`src/rtl/mul3_rebuild.sv`:
```
// Rebuilds n = 3*q + r by repeated addition of 3, one addition per clock.
// Out-of-range results saturate to the maximum and raise err instead of wrapping.
module mul3_rebuild #(
  parameter int QW = 3,
  parameter int W  = 4
) (
  input  logic          clk,
  input  logic          rst,
  input  logic          start,
  input  logic [QW-1:0] q,
  input  logic [1:0]    r,
  output logic          busy,
  output logic          done,
  output logic [W-1:0]  o,
  output logic          err
);

  typedef enum logic [1:0] {
    IDLE = 2'd0,
    ADD  = 2'd1,
    DONE = 2'd2
  } state_t;

  // Accumulator carries two extra bits so acc + 3 never wraps before the range check.
  localparam logic [W+1:0] ACC_MAX = {2'b00, {W{1'b1}}};
  localparam logic [W-1:0] O_MAX   = {W{1'b1}};
  localparam logic [W+1:0] THREE   = (W + 2)'(3);

  state_t        state_reg, state_next;
  logic [W+1:0]  acc_reg, acc_next;
  logic [QW-1:0] cnt_reg, cnt_next;
  logic          ovf_reg, ovf_next;
  logic [W-1:0]  o_reg, o_next;
  logic          err_reg, err_next;

  logic [W+1:0]  acc_sum;
  logic [W+1:0]  r_ext;

  assign acc_sum = acc_reg + THREE;
  assign r_ext   = {{W{1'b0}}, r};

  always_ff @(posedge clk) begin
    if (rst) begin
      state_reg <= IDLE;
      acc_reg   <= '0;
      cnt_reg   <= '0;
      ovf_reg   <= 1'b0;
      o_reg     <= '0;
      err_reg   <= 1'b0;
    end else begin
      state_reg <= state_next;
      acc_reg   <= acc_next;
      cnt_reg   <= cnt_next;
      ovf_reg   <= ovf_next;
      o_reg     <= o_next;
      err_reg   <= err_next;
    end
  end

  always_comb begin
    state_next = state_reg;
    acc_next   = acc_reg;
    cnt_next   = cnt_reg;
    ovf_next   = ovf_reg;
    o_next     = o_reg;
    err_next   = err_reg;
    case (state_reg)
      IDLE: begin
        if (start) begin
          if (r == 2'd3) begin
            state_next = DONE;
            o_next     = '0;
            err_next   = 1'b1;
          end else begin
            state_next = ADD;
            acc_next   = r_ext;
            cnt_next   = q;
            ovf_next   = (r_ext > ACC_MAX);
          end
        end
      end
      ADD: begin
        if (cnt_reg != '0) begin
          cnt_next = cnt_reg - QW'(1);
          // Once overflow is seen the accumulator freezes; cnt keeps running for fixed latency.
          if (ovf_reg || (acc_sum > ACC_MAX)) begin
            ovf_next = 1'b1;
          end else begin
            acc_next = acc_sum;
          end
        end else begin
          state_next = DONE;
          o_next     = ovf_reg ? O_MAX : acc_reg[W-1:0];
          err_next   = ovf_reg;
        end
      end
      DONE:    state_next = IDLE;
      default: state_next = IDLE;
    endcase
  end

  assign busy = (state_reg == ADD);
  assign done = (state_reg == DONE);
  assign o    = o_reg;
  assign err  = err_reg;

endmodule
```
`config.mk`:
```
export PLATFORM = sky130hd
export DESIGN_NAME = mul3_rebuild
export DESIGN_NICKNAME = d
export VERILOG_FILES = /design/src/rtl/mul3_rebuild.sv
export SDC_FILE = /design/constraint.sdc
export NUM_CORES = 1
export LEC_CHECK = 0
export CAP_MARGIN = 40
export CELL_PAD_IN_SITES_DETAIL_PLACEMENT = 1
export CELL_PAD_IN_SITES_GLOBAL_PLACEMENT = 1
export CORE_ASPECT_RATIO = 1.5
export CORE_MARGIN = 1.5
export CORE_UTILIZATION = 43
export CTS_BUF_LIST = sky130_fd_sc_hd__clkbuf_8
export CTS_CLUSTER_SIZE = 14
export DETAILED_ROUTE_END_ITERATION = 16
export PLACE_DENSITY_LB_ADDON = 0.1
export RECOVER_POWER = 25
export REMOVE_ABC_BUFFERS = 1
export SLEW_MARGIN = 20
export SYNTH_ARGS = -nofsm -noshare
export SYNTH_HDL_FRONTEND = slang
export SYNTH_SLANG_ARGS = --single-unit
export TNS_END_PERCENT = 1
```
`constraint.sdc`:
```
create_clock -name clk -period 3.3 [get_ports clk]
set_input_delay 0.33 -clock clk [delete_from_list [all_inputs] [get_ports clk]]
set_output_delay 0.33 -clock clk [all_outputs]
set_load 0.05 [all_outputs]
```
### Word-level counts from Yosys, hierarchy flattened

Cells that the tools add are included.

| storage, ports and cells | value |
|---|---|
| bits in registers | 17 |
| word-level logic and storage cells | 56 |
| output and inout port bits | 7 |
| input port bits | 8 |

| cells by class | value |
|---|---|
| $lt $le $gt $ge | 2 |
| add/sub/neg operators | 2 |
| reduce and logical (&&, ||, !) cells | 9 |
| mux-type cells | 27 |
| eq/ne operators | 10 |

Operators with widths:

| cell | count |
|---|---|
| two-way mux 6 bit | 4 |
| two-way mux 4 bit | 4 |
| one-hot mux 6 bit (2 select lines) | 1 |
| inequality test 2 bit, second input constant | 5 |
| AND reduction 5 bit | 2 |
| two-way mux 3 bit | 3 |
| one-hot mux 4 bit (2 select lines) | 1 |
| AND reduction 4 bit | 2 |
| two-way mux 1 bit | 7 |
| adder 6 x 2 -> 6 bit, second input constant | 1 |
| greater-than comparator 6 x 4 -> 1 bit, second input constant | 1 |
| two-way mux 2 bit | 3 |
| one-hot mux 3 bit (2 select lines) | 1 |
| == test 2 bit, second input constant | 2 |
| greater-than comparator 2 x 4 -> 1 bit, second input constant | 1 |
| inequality test 2 x 1 -> 1 bit, second input constant | 2 |
| one-hot mux 1 bit (2 select lines) | 2 |
| one-hot mux 2 bit (2 select lines) | 1 |
| nonzero test 3 bit | 1 |
| subtractor 3 x 1 -> 3 bit, second input constant | 1 |
| == test 2 x 1 -> 1 bit, second input constant | 1 |
| logical NOT 2 bit | 1 |
| AND reduction 2 bit | 1 |
| nonzero test 2 bit | 1 |
| logical OR 1 bit | 1 |

### Longest topological paths before layout

| logic depth | value |
|---|---|
| depth in word-level cells | 6 |
| gate-level depth with buffers | 7 |

### Worst setup path before layout

OpenSTA, ideal clock, no wires.

| timing | value |
|---|---|
| path type | register to register |
| from | reg acc_reg[0] |
| to | reg acc_reg[1] |
| buffers on the path | 0 |
| data required time | 3.230 ns |
| path slack | 1.485 ns |
| stages on the path, launching flop included | 8 |
| setup time | 0.070 ns |
| arrival time | 1.744 ns |
| period minus slack after synthesis | 1.815 ns |
| cell sequence | dfxtp_1 -> inv_1 -> ha_1 -> nand4b_2 -> nor4b_2 -> nor4_1 -> or3_1 -> a21oi_1 |

| on the way | value |
|---|---|
| cells in the longest elaborated chain, start to end | 5 |
| elaborated cells on any way between the ends | 8 |
| those cells by class | add/sub (1); order compare (1); eq/ne (1); mux (3); reduce/logical (2) |

RTL lines:

| element | line | source |
|---|---|---|
| start, declared | 30 | `logic [W+1:0] acc_reg, acc_next;` |
| start signal, assigned | 52 | `acc_reg <= acc_next;` |
| adder 6 x 2 -> 6 bit (*) | 39 | `assign acc_sum = acc_reg + THREE;` |
| greater-than comparator 6 x 4 -> 1 bit | 86 | `if (ovf_reg \|\| (acc_sum > ACC_MAX)) begin` |
| logical OR 1 bit | 86 |  |
| inequality test 2 bit (no source line) | -- |  |
| AND reduction 5 bit (no source line) | -- |  |

Mark *: on every way between the ends. The rest lies on a longest branch, timed or not. The select of a mux whose other input is x is not followed.
A chain may end at the register's enable or synchronous reset.

### Worst setup path in the final report

| timing | value |
|---|---|
| from | reg state_reg[1] |
| to | out busy |

| on the way | value |
|---|---|
| cells in the longest elaborated chain, start to end | 1 |

RTL lines:

| element | line | source |
|---|---|---|
| start, declared | 29 | `state_t state_reg, state_next;` |
| start signal, assigned | 51 | `state_reg <= state_next;` |
| == test 2 x 1 -> 1 bit | 102 | `assign busy = (state_reg == ADD);` |
| end, declared | 12 | `output logic busy,` |

No other way between the ends.

==> flow_summary.toml <==
[power]
power_frac_clock_pct = 32.1
vdd_drop_max_uv = 367
power_density_mw_per_mm2 = 444
leakagePower_nw = 0.436
switching_share_pct = 30.5
pwr-share-seq_pct = 45.6
power.switching_uw = 151
intPower_uw = 344
combPwrFrac_pct = 22.3

[clock_tree]
postCtsHoldBufs = 0
cts_resized = 0
cts.path.max_buffers = 2
clkTransAtPathRegs_ns = 0.07
cts_made_buffers = 3
cts-root-buf = "clkbuf_8"
post_cts_buffers = 0
clock_latency_ns = 0.26
htree_levels = 1
cts_tree = "yes"
clock-sinks = 17

[finish]
drive_gt1_share_pct = 6.35
multi_input_area_um2 = 536
largest_reg_flops = 6
diodes = 0
fillCellCount = 256
post-route-cell-area_mm2 = 0.00112
mostFrequentLayoutCell = "dfxtp_1"
syn2layout_area_growth_pct = 21.7
final_cell_mix = "dfxtp_1, a21oi_1, nor2_1, clkdlybuf4s50_1"
seqCellArea_um2 = 340
finalNetCount = 138

[setup_path]
reg2reg_depth = 7
path_class = "flop to primary output"
cp.buffers_inverters = 2
endpoint = "busy"
critical_path.max_stage_delay_ns = 0.80
worstPathRequired_ns = 2.97
crit_path_end_kind = "primary output"
reg2reg_from = "acc_reg[0]"
arrival_ns = 2.25
critPathSlowestCell = "clkdlybuf4s50_1"
crit_chain = "nand2b_1 > clkinv_1 > clkdlybuf4s50_1"
r2r_slack_ns = 1.22
worst-path-stages = 3
cp_max_fo = 13
start_kind = "flop"
cpLargestDelayFamily = "buffers and inverters"
r2r_end = "acc_reg[1]"
startpoint = "state_reg[1]"

[place]
hpwl_um = 1670
io_buffers = 14
place_area_mm2 = 0.00107
finalWeightedCongestion = 0.791

[die]
initial_utilization_pct = 45.2
die_w_um = 40.7
core_area_mm2 = 0.00203
ios = 15
die_h_um = 59.6
dieArea_mm2 = 0.00242
rows = 20

[global_route]
antenna_found_initial = 0
grt_pass1_wl_um = 3620
grt_pass1_vias = 845
grt_usage_pct = 22.1
overflow = 0
grt_start_max_net_pins = 15

[sta]
fin_crit_ns = 2.58
finClkSkew_ns = 0.00233
fmax_mhz = 388
finalCritPeriodShare_pct = 78.1
max_slew_margin_pct = 51.6
setup_tns_ns = 0
rsz0062_at_grt = "no"
slew_violations = 0
setup_viol = 0
worst_pin_slew_ns = 0.726
hold_viol = 0

[detailed_routing]
dr.pass1.iters = 4
vias_per_cell = 5.90
wire_per_inst_um = 14.9
vias = 873
ant_nets = 0
drt_iter0_drc = 18
wirelength_um = 2200
drc_errors = 0

[hold_path]
hold_class = "flop to flop"
min_from = "o[1]"

[synthesis]
ys_seq_elements = 17
syn_area_per_cell_um2 = 8.19
syn_inst = 112
synth-edff-count = 0
synthArstFlopShare_pct = 0
ys_types = 31
seq_area_frac_synth_pct = 37.1
syn_area_um2 = 917
ys_warn_count = 0
ys.flop_type = "dfxtp_1"

[run]
drv_cap = 0

[outcome]
status = "completed"
-- worst register-to-register path: cells and delay by family, from the launching register on --
family          cells  cell delay (ns)
compound gates      1             0.16
fa+ha+maj           1             0.24
buf+inv             1             0.08
flops               1             0.44
simple gates        4             1.09
-- area by class of cell --
cell class              instances  area share (%)
inverters                       7            2.35
multi-input cells              84            48.0
clock buffers                   3            3.70
well taps                      22            2.47
repair buffers                 14            12.6
clock inverters                 1           0.448
flip-flops and latches         17            30.5
-- power groups by stage --
stage,clock [mW],sequential (mW),combinational [mW]
5_1_grt,0.166,0.228,0.123
3_5_place_dp,0,0.230,0.111
4_1_cts,0.161,0.226,0.112
6_report,0.159,0.226,0.110
3_3_place_gp,0,0.230,0.109
2_1_floorplan,0,0.234,0.0699
-- stage by stage --
step / total power [mW] / hold WS (ns) / setup WS, ns / utilization, % / std cells
after global routing: 0.517 / 0.493 / 0.608 / 55.1 / 148
final: 0.495 / 0.464 / 0.723 / 55.1 / 148
after floorplan: 0.304 / 0.399 / 1.41 / - / 108
after global placement: 0.339 / 0.453 / 1.05 / 52.8 / 144
after CTS: 0.499 / 0.474 / 0.715 / 55.1 / 148
after detailed placement: 0.342 / 0.464 / 1.02 / 52.8 / 144
-- routing by layer --
layer  share of wire, %  vias up  GRT usage, %
met5                  0        -             0
met1                 40      423          25.2
met3                2.2        5          3.38
met2                 55       16          37.9
met4                2.2        0          10.0
li1                   -      429             -
-- Yosys cell counts, types with 2 or more instances --
cell type   n  area share [%]
inv_1       6             2.5
nor4b_2     2             3.3
a211oi_1    4             3.3
o211ai_1    4             3.3
dfxtp_1    17              37
or3_1       3             2.0
nor2b_1     2             1.4
nand2b_1    7             4.8
o21ai_0     6             3.3
nand2_1     7             2.9
and2_1      3             2.0
nor2_1     10             4.1
a21o_1      2             1.6
a21oi_1    15             8.2
nor4_1      3             2.0
ha_1        3             4.1
nand3b_1    2             1.6
clkbuf_1    3             1.2
-- worst min path at each step --
stage,to,slack [ns],cells after the start
6_report,o[1],0.46,2
5_1_grt,o[3],0.49,2
4_1_cts,o[1],0.47,2
3_5_place_dp,o[1],0.46,2
3_3_place_gp,o[2],0.45,2
2_1_floorplan,acc_reg[0],0.40,1
-- cell families after synthesis --
logic type / count (synthesis) / share of synthesized area, %
AO/OA/AOI/OAI: 36 / 24.3
buffers and inverters: 11 / 4.50
multiplexers: 1 / 1.09
flip-flops: 17 / 37.1
AND/OR/NAND/NOR: 44 / 28.9
adder cells (fa/ha/maj): 3 / 4.09
Power figures use the tool's default switching activity.
==> variant: new RTL, config.mk and constraints unchanged <==
Re-encode `state_t` (3 states) as one-hot, 3 bits wide.
--- a/src/rtl/mul3_rebuild.sv
+++ b/src/rtl/mul3_rebuild.sv
@@ -16,8 +16,8 @@
 );
 
-  typedef enum logic [1:0] {
-    IDLE = 2'd0,
-    ADD  = 2'd1,
-    DONE = 2'd2
+  typedef enum logic [2:0] {
+    IDLE = 3'b001,
+    ADD  = 3'b010,
+    DONE = 3'b100
   } state_t;
 
Check against the original RTL: same outputs for any inputs over 10 cycles, from zero or initial values and one cycle with rst high; not proved beyond that.
==> variant against the unedited design <==
Combinational power decreased by 34%. Setup slack worse by 0.0077 ns. Wire length increased by 0.45%. Final cell count shrank 2.0%. Design area rose by 0.11%. Sequential cell count up 1. Total power down 0.98%. Synthesized area rose by 0.95%. Via count shrank 1.7%. Critical path type unchanged. Largest cell class unchanged.
==> variant: results (changes against the unedited design) <==
set qor(synth.mux.area_fraction) 0.02703 ;# +0.01611
set qor(placement.cell_area_sq_mm) 0.001062 ;# -0.70%
set qor(syn2layout_area_growth_pct) 20.68
set qor(yosys.cell_types.count) 40 ;# +29%
set qor(final-nonclk-buf-share) 0.1321 ;# +0.006579
set qor(max_frequency_mhz) 386.9 ;# -0.30%
set qor(final.setup_skew_ns) 0.001244 ;# -0.001088 ns
set qor(p_total_mw) 0.4902 ;# -0.98%
set qor(wirelength_met1_microns) 998 ;# +13%
set qor(power_clock_mw) 0.184 ;# +16%
set qor(grt.met3_usage) 0.03717 ;# +0.003340
set qor(cp_slowest_stage_delay_ns) 0.83 ;# +0.03 ns
set qor(timing.slew.headroom) 0.5987 ;# +0.08281
set qor(wire_length_of_the_first_global_routing_pass_mm) 3.657 ;# +0.97%
set qor(status) {finished, final reports clean}
set qor(dpl.cell_count) 141 ;# -2.1%
set qor(ir_worst_vdd_mv) 0.1990 ;# -46%
set qor(grt_pass1_vias) 811 ;# -4.0%
set qor(wl_met3_microns) 53 ;# +10%
set qor(dr_total_vias) 858 ;# -1.7%
set qor(nFillCells) 247 ;# -3.5%
set qor(hpwlAfterDp_mm) 1.625 ;# -2.7%
set qor(ys_top_cells_by_count) {dfxtp_1, a21oi_1, nand2_1}
set qor(use_met1) 0.2788 ;# +0.02705
set qor(inverters_excl_clock) 6 ;# -1
set qor(gr-usage-all-layers) 0.2226 ;# +0.001925
set qor(ys_seq_elements) 18 ;# +1
set qor(multiInputCombCellCount) 80 ;# -4.8%
set qor(postSynthCellCount) 109 ;# -2.7%
set qor(fin_hold_ws_ns) 0.4732 ;# +0.009269 ns
set qor(leakage_nw) 0.4461 ;# +2.4%
set qor(drive_gt1_frac) 0.08130 ;# +0.01781
set qor(drt_first_iter_violations) 8 ;# -10
==> variant: changes by cell type after synthesis, sizes merged, moves of 2 or more <==
| cell | before | now |
|---|---|---|
| nor3 | 0 | 10 |
| nand2b | 7 | 1 |
| a21oi | 15 | 11 |
| nand2 | 7 | 11 |
| nor2 | 10 | 6 |
| o21ai | 7 | 3 |
| nand3 | 1 | 4 |
| a211oi | 4 | 2 |
| buf | 1 | 3 |
| clkbuf | 3 | 1 |
| nor2b | 2 | 0 |
| o211ai | 4 | 2 |
| or3 | 3 | 1 |
==> variant: worst max path at each step <==
| stage | from | end | depth (start not counted) |
|---|---|---|---|
| global placement | state_reg[1] | busy | 3 |
| CTS | state_reg[1] | busy | 3 |
| global route | state_reg[1] | busy | 3 |
| floorplan | cnt_reg[0] | acc_reg[2] | 8 |
| detailed placement | state_reg[1] | busy | 3 |
| finish | state_reg[1] | busy | 3 |
